**config.mk**
```make
export PLATFORM = sky130hd
export DESIGN_NAME = ring_phase_monitor
export DESIGN_NICKNAME = d
export VERILOG_FILES = /design/src/rtl/ring_phase_monitor.sv
export SDC_FILE = /design/constraint.sdc
export NUM_CORES = 1
export LEC_CHECK = 0
export BUFFER_PORTS_ARGS = -buffer_cell sky130_fd_sc_hd__clkbuf_2
export CORE_MARGIN = 10
export CORE_UTILIZATION = 55
export DETAILED_ROUTE_END_ITERATION = 8
export GPL_TIMING_DRIVEN = 0
export HOLD_SLACK_MARGIN = 0.02
export PLACE_DENSITY = 0.88
export SYNTH_ARGS = -nofsm -noshare
export SYNTH_HDL_FRONTEND = slang
export SYNTH_SLANG_ARGS = --single-unit
```
**constraint.sdc**
```tcl
create_clock -name clk -period 4.5 [get_ports clk]
set_clock_uncertainty 0.05 [all_clocks]
set_input_delay 0.225 -clock clk [delete_from_list [all_inputs] [get_ports clk]]
set_output_delay 0.225 -clock clk [all_outputs]
set_load 0.005 [all_outputs]
```
**src/rtl/ring_phase_monitor.sv**
```systemverilog
// ring_phase_monitor: decodes a rotating one-hot ring word into a phase index,
// counts revolutions, and flags non-one-hot words and illegal ring steps.
// Latency 1 clk from ring_in to every output; no backpressure (samples every clk).
// Optional build macro RING_MON_HOLD_EN: a repeated word in TRACK is a legal stall.
module ring_phase_monitor #(
   parameter int WIDTH = 4,
   parameter int REV_W = 8,
   localparam int IDX_W = (WIDTH > 1) ? $clog2(WIDTH) : 1
) (
   input  logic             clk,
   input  logic             reset,
   input  logic [WIDTH-1:0] ring_in,
   input  logic             clear,
   output logic [IDX_W-1:0] phase_idx,
   output logic             phase_valid,
   output logic             wrap,
   output logic [REV_W-1:0] rev_count,
   output logic             err_onehot,
   output logic             err_seq,
   output logic             err_any
);

   typedef enum logic {
      LOCK  = 1'b0,
      TRACK = 1'b1
   } state_t;

   state_t           state;
   state_t           state_nxt;
   logic [WIDTH-1:0] last_q;
   logic [WIDTH-1:0] last_nxt;
   logic [IDX_W-1:0] phase_idx_nxt;
   logic             phase_valid_nxt;
   logic             wrap_nxt;
   logic [REV_W-1:0] rev_count_nxt;
   logic             err_onehot_nxt;
   logic             err_seq_nxt;

   // Per-sample classification of ring_in.
   logic             in_onehot;
   logic [IDX_W-1:0] in_enc;
   logic [WIDTH-1:0] succ_word;
   logic             is_succ;
   logic             is_hold;
   logic             new_err_onehot;
   logic             new_err_seq;

   // Count set bits and encode the set bit position; enc only matters for one-hot words.
   always_comb begin
      int unsigned ones;
      ones   = 0;
      in_enc = '0;
      for (int i = 0; i < WIDTH; i++) begin
         if (ring_in[i]) begin
            ones   = ones + 1;
            in_enc = IDX_W'(i);
         end
      end
      in_onehot = (ones == 1);
   end

   assign succ_word = {last_q[WIDTH-2:0], last_q[WIDTH-1]};
   assign is_succ   = (ring_in == succ_word);
   assign is_hold   = (ring_in == last_q);

   // Next-state / next-output decode; everything holds unless a branch says otherwise.
   always_comb begin
      state_nxt      = state;
      last_nxt       = last_q;
      phase_idx_nxt  = phase_idx;
      wrap_nxt       = 1'b0;
      new_err_onehot = 1'b0;
      new_err_seq    = 1'b0;

      case (state)
         LOCK: begin
            if (in_onehot) begin
               last_nxt      = ring_in;
               phase_idx_nxt = in_enc;
               state_nxt     = TRACK;
            end else begin
               new_err_onehot = 1'b1;
            end
         end
         TRACK: begin
            if (!in_onehot) begin
               // Drop out of lock; phase_idx and last_q keep the last good word.
               new_err_onehot = 1'b1;
               state_nxt      = LOCK;
            end else if (is_succ) begin
               last_nxt      = ring_in;
               phase_idx_nxt = in_enc;
               wrap_nxt      = last_q[WIDTH-1];
            end else if (is_hold) begin
`ifdef RING_MON_HOLD_EN
               // Upstream stalled: legal, nothing changes.
               new_err_seq = 1'b0;
`else
               // Upstream must advance every cycle; a repeat is a step error.
               new_err_seq = 1'b1;
`endif
            end else begin
               // Legal word, wrong position: flag and relock onto the new phase.
               new_err_seq   = 1'b1;
               last_nxt      = ring_in;
               phase_idx_nxt = in_enc;
            end
         end
         default: begin
            state_nxt = LOCK;
         end
      endcase

      phase_valid_nxt = (state_nxt == TRACK);

      // Clear beats the increment, but a same-cycle new error beats clear.
      if (clear) begin
         rev_count_nxt = '0;
      end else if (wrap_nxt) begin
         rev_count_nxt = rev_count + REV_W'(1);
      end else begin
         rev_count_nxt = rev_count;
      end
      err_onehot_nxt = (err_onehot & ~clear) | new_err_onehot;
      err_seq_nxt    = (err_seq & ~clear) | new_err_seq;
   end

   // State and output registers, cleared asynchronously at any point in a revolution.
   always_ff @(posedge clk or posedge reset) begin
      if (reset) begin
         state       <= LOCK;
         last_q      <= '0;
         phase_idx   <= '0;
         phase_valid <= 1'b0;
         wrap        <= 1'b0;
         rev_count   <= '0;
         err_onehot  <= 1'b0;
         err_seq     <= 1'b0;
      end else begin
         state       <= state_nxt;
         last_q      <= last_nxt;
         phase_idx   <= phase_idx_nxt;
         phase_valid <= phase_valid_nxt;
         wrap        <= wrap_nxt;
         rev_count   <= rev_count_nxt;
         err_onehot  <= err_onehot_nxt;
         err_seq     <= err_seq_nxt;
      end
   end

   assign err_any = err_onehot | err_seq;

endmodule

```
==> results_dict.tcl, run 1 <==
set metrics [dict create \
    path_max_fanout 6 \
    ys_types 38 \
    cp_top_family "multiplexers" \
    synth_area_um2 1130 \
    wl_per_cell_um 13.7 \
    p_total_uw 447 \
    start_util_pct 57.5 \
    p_int_uw 304 \
    cts_buffer_depth 2 \
    comb_power_share_pct 29.8 \
    num_vias 854 \
    fmax_mhz 410 \
    period_needed_ps 2440 \
    dieArea_um2 4260 \
    synth_edf_count 0 \
    cts_root_buf "clkbuf_4" \
    rsz0062_at_grt "no" \
    final_common_cell "clkbuf_2" \
    coreArea_um2 1960 \
    async_flop_share_pct 100 \
    synthToLayoutAreaGrowth_pct 16.0 \
    grt_pass1_wl_mm 3.74 \
    timing.final.crit_share_pct 54.2 \
    die_w_um 65.3 \
    p_sw_uw 143 \
    top_usage_layer "met2" \
    cpMostUsedCell "ha_1" \
    clock-sinks 18 \
    cp.required_ps 4630 \
    place_hpwl_mm 1.76 \
    drt-total-wl_mm 2.17 \
    overflow 0 \
    cts_tree "yes" \
    ys_ff_latch 18 \
    status "finished, final reports clean" \
    cts_setup_buffers 0 \
    critPathKind "in -> reg" \
    ant_nets 0 \
    io_buffers 20 \
    setup_violations 0 \
    grt_max_degree 19 \
    globalRouteMet1Util_pct 10.6 \
    syn_nets 117 \
    drt-pass1-iter-count 4 \
    fin_setup_tns_ps 0 \
    slowest_delay_ps 360 \
    cp_cell_sequence "clkbuf_2, inv_1, ha_1, xor2_1, ha_1, and2b_2, mux2i_1, mux2_4, a311oi_2, mux2_1" \
    vias_per_cell 5.41 \
    finalMaxSlewViolations 0 \
    antenna_found_initial 0 \
    drc 0 \
    ioPinCount 22 \
    leakagePower_nw 0.610 \
    pwr-share-clk_pct 22.7 \
    drtIter0Drc 29 \
    synth_cells 106 \
    p_seq_share_pct 47.5 \
    worst-path-buf-inv 2 \
    rows 16 \
    antennaDiodeCount 0 \
    synthFlopType "dfrtp_1" \
    crit_arrival_ps 2580 \
    synth-seq-area-share_pct 40.0 \
    gr-usage-met3_pct 4.07 \
    relSlewSlack_pct 55.5 \
    cts_made_buffers 3 \
    gp_routability_congestion 0.800 \
    worst_pin_slew_ps 667 \
    cp-start-kind "input pin" \
    powerDensity_nw_per_um2 342 \
    met2_usage_pct 19.8 \
    grt_pass1_vias 877 \
    drv_cap 0 \
    worst_ir_drop_vdd_mv 0.232 \
    drive_above_1_share_pct 29.8 \
    hold_violations 0 \
    h-tree-depth 1 \
    worstSetupEndpointType "register" \
    timing.rr.start "last_q[2]" \
    layout_common_cells "20 x clkbuf_2, 18 x dfrtp_1, 9 x inv_1" \
    clk_latency_ps 290 \
    hold_start "ring_in[0]" \
    clkTransAtPathRegs_ps 110 \
    swShare_pct 32.0 \
    hold_class "in -> reg" \
    critPathLaunch "ring_in[1]" \
    die_height_um 65.3 \
    final_nets 143 \
    yosysWarnings 0 \
    grt_usage_pct 10.7 \
    avgSynthCellArea_um2 10.6 \
    cp_slowest_cell "ha_1" \
]
## layer usage
| metal | vias up | wire length [µm] |
|---|---|---|
| li1 | 421 | - |
| met1 | 418 | 914 |
| met2 | 13 | 1110 |
| met3 | 2 | 123 |
| met4 | 0 | 19 |
| met5 | - | 0 |
## synthesized netlist by cell type, types with 2 or more instances
cell     instances  area, µm²
nor2_1           6       22.5
nor4_1           2       12.5
xnor2_1          4       35.0
or3_1            3       18.8
mux2_1           6       67.6
xor2_1           6       52.6
nand4_1          2       12.5
dfrtp_1         18        450
ha_1             4       50.1
inv_1            9       33.8
nand3_1          3       15.0
o21ai_0          5       25.0
mux2i_1          3       30.0
inv_2            2       7.51
xnor2_2          2       32.5
nand2_1          4       15.0
a21oi_1          6       30.0
## kinds of logic (layout without fill, tap and decap cells)
group / after synthesis / after routing / share of synthesized area (%)
flip-flops: 18 / 18 / 40.0
buffers and inverters: 13 / 38 / 4.99
XOR/XNOR: 12 / 12 / 10.7
AND/OR/NAND/NOR: 32 / 32 / 18.8
adder cells (fa/ha/maj): 4 / 4 / 4.44
AO/OA/AOI/OAI: 16 / 16 / 9.21
multiplexers: 11 / 11 / 12.0
## final timing paths
kind | slack [ps] | to | depth (start not counted)
worst min register to register | 480 | phase_idx[1] | 2
worst max-delay path | 2060 | phase_idx[0] | 10
worst max register to register | 2760 | phase_idx[0] | 4
max in group asynchronous | 3480 | rev_count[5] | 3
min in group asynchronous | 490 | last_q[2] | 3
worst min-delay path | 190 | last_q[0] | 2
## through the flow
| stage | hold slack, ps | cell area (µm²) | setup WS (ps) | cells | util [%] |
|---|---|---|---|---|---|
| final | 191 | 1310 | 2060 | 158 | 66.6 |
| after detailed placement | 291 | 1260 | 1750 | 153 | 64.3 |
| after global placement | 276 | 1260 | 1810 | 153 | 64.3 |
| after CTS | 192 | 1310 | 2050 | 158 | 66.6 |
| after floorplan | 114 | 1130 | 2080 | 106 | - |
| after global routing | 208 | 1310 | 1900 | 158 | 66.6 |
## state kept, by name (all words and copies together) (netlist names)
name        cells
rev_count       8
last_q          4
phase_idx       2
err_onehot      1
err_seq         1
state           1
wrap            1
## repair_timing
item,in CTS,in global routing
hold buffers,1,0
endpoints found under the hold margin,18,0
resized for setup,0,0
## power by group through the flow
stage | Clock (mW) | Combinational [mW] | Sequential (mW)
2_1_floorplan | 0 | 0.101 | 0.212
6_report | 0.101 | 0.133 | 0.213
4_1_cts | 0.103 | 0.136 | 0.213
3_5_place_dp | 0 | 0.134 | 0.217
3_3_place_gp | 0 | 0.129 | 0.214
5_1_grt | 0.109 | 0.148 | 0.217
## layout make-up
class	instances	area (µm²)
multi-input combinational	75	621
inverter	11	41.3
clock buffer	4	36.3
fill	162	654
sequential	18	450
buffer	2	15.0
tap	27	33.8
timing repair buffer	21	110
Power figures use the tool's default switching activity.
==> inputs of run 2 (changes only) <==
Settings changed: CORE_UTILIZATION 55 to 48, PLACE_DENSITY 0.88 to 0.82.
Clock period 4.5 ns to 2 ns, I/O delays scaled along.
==> results_dict.tcl, run 2 (same netlist as run 1, synthesis figures left out) <==
set metrics [dict create \
    status "finished, final reports clean" \
    overflow 0 \
    crit_arrival_ps 2110 \
    leakagePower_nw 0.666 \
    rsz0062_at_grt "yes" \
    hold_class "in -> reg" \
    fin_setup_tns_ps 0 \
    hold_violations 0 \
    cp-start-kind "input pin" \
    dieArea_um2 4690 \
    final_nets 148 \
    critPathKind "in -> reg" \
    worst_ir_drop_vdd_mv 0.589 \
    wl_per_cell_um 14.9 \
    drc 0 \
    io_buffers 20 \
    whs_ps 118 \
    powerDensity_nw_per_um2 729 \
    regMostFlops "rev_count" \
    cts_tree "yes" \
    layout_common_cells "18 x dfrtp_1, 18 x clkbuf_2, 7 x inv_1" \
    worstSetupEndpointType "register" \
    die_height_um 68.5 \
    p_int_uw 713 \
    timing.final.crit_share_pct 98.8 \
    largest_register_ffs 8 \
    rows 17 \
    clock-sinks 18 \
    design_area_um2 1440 \
    gp_routability_congestion 0.805 \
    cp.required_ps 2140 \
    final_cells 164 \
    p_sw_uw 338 \
    drt-pass1-iter-count 4 \
    grt_max_degree 19 \
    place_hpwl_mm 1.90 \
    drtIter0Drc 25 \
    fmax_mhz 506 \
    path_max_fanout 3 \
    grt_pass1_wl_mm 4.11 \
    drv_cap 0 \
    cts_root_buf "clkbuf_4" \
    ioPinCount 22 \
    die_w_um 68.5 \
    start_util_pct 50.5 \
    drt-total-wl_mm 2.45 \
    biggestRegsByFlops "rev_count x8, last_q x4, phase_idx x2" \
    hold_start "ring_in[3]" \
    num_vias 887 \
    comb_power_share_pct 33.5 \
    grt_pass1_vias 939 \
    relSlewSlack_pct 56.0 \
    timing.rr.start "last_q[0]" \
    h-tree-depth 1 \
    dp_slack_ps -512 \
    antennaDiodeCount 0 \
    cts_buffer_depth 2 \
    cts_made_buffers 3 \
    p_seq_share_pct 45.8 \
    vias_per_cell 5.41 \
    synthToLayoutAreaGrowth_pct 28.0 \
    critPathLaunch "ring_in[1]" \
    setup_violations 0 \
    antenna_found_initial 0 \
    drive_above_1_share_pct 36.0 \
    finalCoreUtilization_pct 64.6 \
    dp_cells 154 \
    final.setup.worst_slack_ps 24.5 \
    ant_nets 0 \
    pwr-share-clk_pct 20.8 \
    clk_latency_ps 290 \
    dpl_cell_area_um2 1290 \
    finalMaxSlewViolations 0 \
    p_total_mw 1.05 \
    period_needed_ps 1980 \
    clkTransAtPathRegs_ps 100 \
    worst_pin_slew_ps 659 \
    swShare_pct 32.1 \
    grt_usage_pct 11.3 \
    coreArea_um2 2230 \
]
run 2: cell count changes in the layout (fill, tap and decap cells not counted), moves of 2 or more:
cell,previous run,this run
clkbuf_16,0,2
clkbuf_2,20,18
inv_1,9,7
buf_4,0,4
run 2: final cells by class:
class,instances,area (µm²)
plain buffers,2,15.0
flip-flops and latches,18,450
repair buffers,25,180
fillers,172,791
multi-input cells,76,667
inverters,11,58.8
clock buffers,4,36.3
well taps,28,35.0
run 2: routing by layer:
| metal | GRT usage [%] | vias up | wire (µm) |
|---|---|---|---|
| met5 | 0 | - | 0 |
| met4 | 4.27 | 0 | 19 |
| met3 | 2.61 | 4 | 110 |
| met2 | 21.0 | 18 | 1340 |
| met1 | 11.9 | 430 | 979 |
| li1 | - | 435 | - |
run 2: worst max-delay path, stage by stage:
cell	delay, ps
clkbuf_16	120
inv_12	30
ha_4	250
xor2_1	150
ha_1	260
and2b_2	220
mux2i_1	70
mux2_4	310
a311oi_4	260
mux2_4	330
run 2: final timing paths:
kind,slack (ps),to,cells after the start
min,120,last_q[3],2
min reg2reg,480,phase_idx[0],1
max reg2reg,250,rev_count[3],5
max in group asynchronous,1110,rev_count[2],3
min in group asynchronous,370,rev_count[5],3
max,20,phase_idx[0],10
run 2: timing repair:
item,in CTS,in global routing
hold buffers,1,0
pin swaps,3,2
setup buffers,4,0
cloned,0,1
endpoints found under the setup margin,14,5
hold endpoints to repair,18,0
gates resized for setup,9,1
run 2: power by group through the flow:
stage	clock network (mW)	logic, mW	registers [mW]
6_report	0.219	0.352	0.481
5_1_grt	0.244	0.382	0.492
4_1_cts	0.227	0.347	0.482
3_5_place_dp	0	0.312	0.488
3_3_place_gp	0	0.296	0.480
2_1_floorplan	0	0.233	0.477
==> inputs of run 3 (changes only) <==
Settings changed: CORE_UTILIZATION 48 to 39, PLACE_DENSITY 0.82 to 0.7.
==> results_dict.tcl, run 3 (same netlist as run 1, synthesis figures left out) <==
set metrics [dict create \
    status "finished, final reports clean" \
    layout_common_cells "18 x dfrtp_1, 18 x clkbuf_2, 7 x inv_1, 6 x nor2_1" \
    leakagePower_nw 0.665 \
    clkTransAtPathRegs_ps 90 \
    regMostFlops "rev_count" \
    p_sw_uw 339 \
    cp-start-kind "input pin" \
    coreArea_um2 2760 \
    drv_cap 0 \
    grt_max_degree 19 \
    wl_per_cell_um 14.7 \
    die_height_um 73.8 \
    whs_ps 127 \
    drt-total-wl_mm 2.46 \
    cts_root_buf "clkbuf_4" \
    clock-sinks 18 \
    rows 19 \
    num_vias 881 \
    grt_pass1_wl_mm 4.00 \
    pwr-share-clk_pct 21.1 \
    start_util_pct 40.9 \
    finalMaxSlewViolations 0 \
    fmax_mhz 510 \
    final.setup.worst_slack_ps 38.9 \
    hold_violations 0 \
    hold_class "in -> reg" \
    cp_cell_sequence "clkbuf_16, inv_12, ha_4, xor2_2, ha_1, and2b_2, mux4_2, nand4_4, inv_4, a21o_1, a21oi_2" \
    worst_ir_drop_vdd_mv 0.469 \
    cts_made_buffers 3 \
    grt_pass1_vias 888 \
    cp.required_ps 2170 \
    cts_buffer_depth 2 \
    comb_power_share_pct 33.5 \
    ioPinCount 22 \
    critPathKind "in -> reg" \
    largest_register_ffs 8 \
    clk_latency_ps 300 \
    drtIter0Drc 50 \
    timing.final.crit_share_pct 98.1 \
    setup_violations 0 \
    worst-path-buf-inv 3 \
    cts_tree "yes" \
    rsz0062_at_grt "yes" \
    antenna_found_initial 0 \
    period_needed_ps 1960 \
    overflow 0 \
    dieArea_um2 5440 \
    final_nets 148 \
    worstSetupEndpointType "register" \
    crit_arrival_ps 2130 \
    gp_routability_congestion 0.771 \
    io_buffers 20 \
    holdPathStages 2 \
    drt-pass1-iter-count 4 \
    place_hpwl_mm 1.83 \
    drc 0 \
    synthToLayoutAreaGrowth_pct 29.5 \
    p_seq_share_pct 45.4 \
    cp_slowest_cell "mux4_2" \
    grt_usage_pct 9.12 \
    final_cells 167 \
    drive_above_1_share_pct 38.2 \
    powerDensity_nw_per_um2 722 \
    slowest_delay_ps 520 \
    finalCoreUtilization_pct 52.9 \
    ant_nets 0 \
    path_depth 11 \
    swShare_pct 32.2 \
    vias_per_cell 5.28 \
    biggestRegsByFlops "rev_count x8, last_q x4, phase_idx x2" \
    antennaDiodeCount 0 \
    h-tree-depth 1 \
    cp_top_family "adder cells" \
    dp_cells 157 \
    worst_pin_slew_ps 695 \
    die_w_um 73.8 \
    path_max_fanout 5 \
    dp_slack_ps -513 \
    p_int_uw 715 \
    r2r_cells 4 \
    rrSetupSlack_ps 280 \
    relSlewSlack_pct 53.6 \
]
## run 3: cell counts in the layout (fill, tap and decap cells not counted)
No cell type changed its count.
## run 3: power groups by stage
stage	Clock, mW	Sequential (mW)	Combinational, mW
floorplan	0	0.477	0.233
global placement	0	0.481	0.301
detailed placement	0	0.485	0.310
CTS	0.236	0.479	0.346
global route	0.249	0.488	0.392
finish	0.222	0.479	0.353
## run 3: metrics by stage
step | TNS (ps) | power (mW) | area [µm²]
after global placement | -5190 | 0.782 | 1300
after CTS | 0 | 1.06 | 1430
after global routing | -28.6 | 1.13 | 1460
final | 0 | 1.05 | 1460
after floorplan | -146 | 0.710 | 1160
after detailed placement | -5990 | 0.795 | 1300
## run 3: metal layers
layer,share of wire (%),up-vias,GRT usage [%]
met5,0,-,0
met4,0.94,0,2.48
met3,4.8,4,3.10
met2,53,17,16.3
met1,41,425,9.91
li1,-,435,-
## run 3: final timing paths
kind	endpoint	start
min in group asynchronous	rev_count[1]	reset
min reg2reg	phase_idx[0]	phase_idx[0]
max in group asynchronous	err_onehot	reset
max	rev_count[7]	ring_in[1]
max reg2reg	phase_idx[0]	last_q[3]
min	last_q[3]	ring_in[3]
## run 3: repair_timing
| item | CTS | global route |
|---|---|---|
| resized for setup | 9 | 4 |
| setup endpoints to repair | 14 | 7 |
| hold endpoints to repair | 18 | 0 |
| pin swaps | 4 | 3 |
| hold buffers | 1 | 0 |
| buffers inserted | 4 | 0 |
| gates cloned | 0 | 1 |
## run 3: cell type report
cell class	instances	area, µm²
Timing Repair Buffer	25	180
Multi-Input combinational cell	76	681
Fill cell	255	1300
Clock buffer	4	36.3
Tap cell	31	38.8
Buffer	2	15.0
Sequential cell	18	450
Inverter	11	58.8
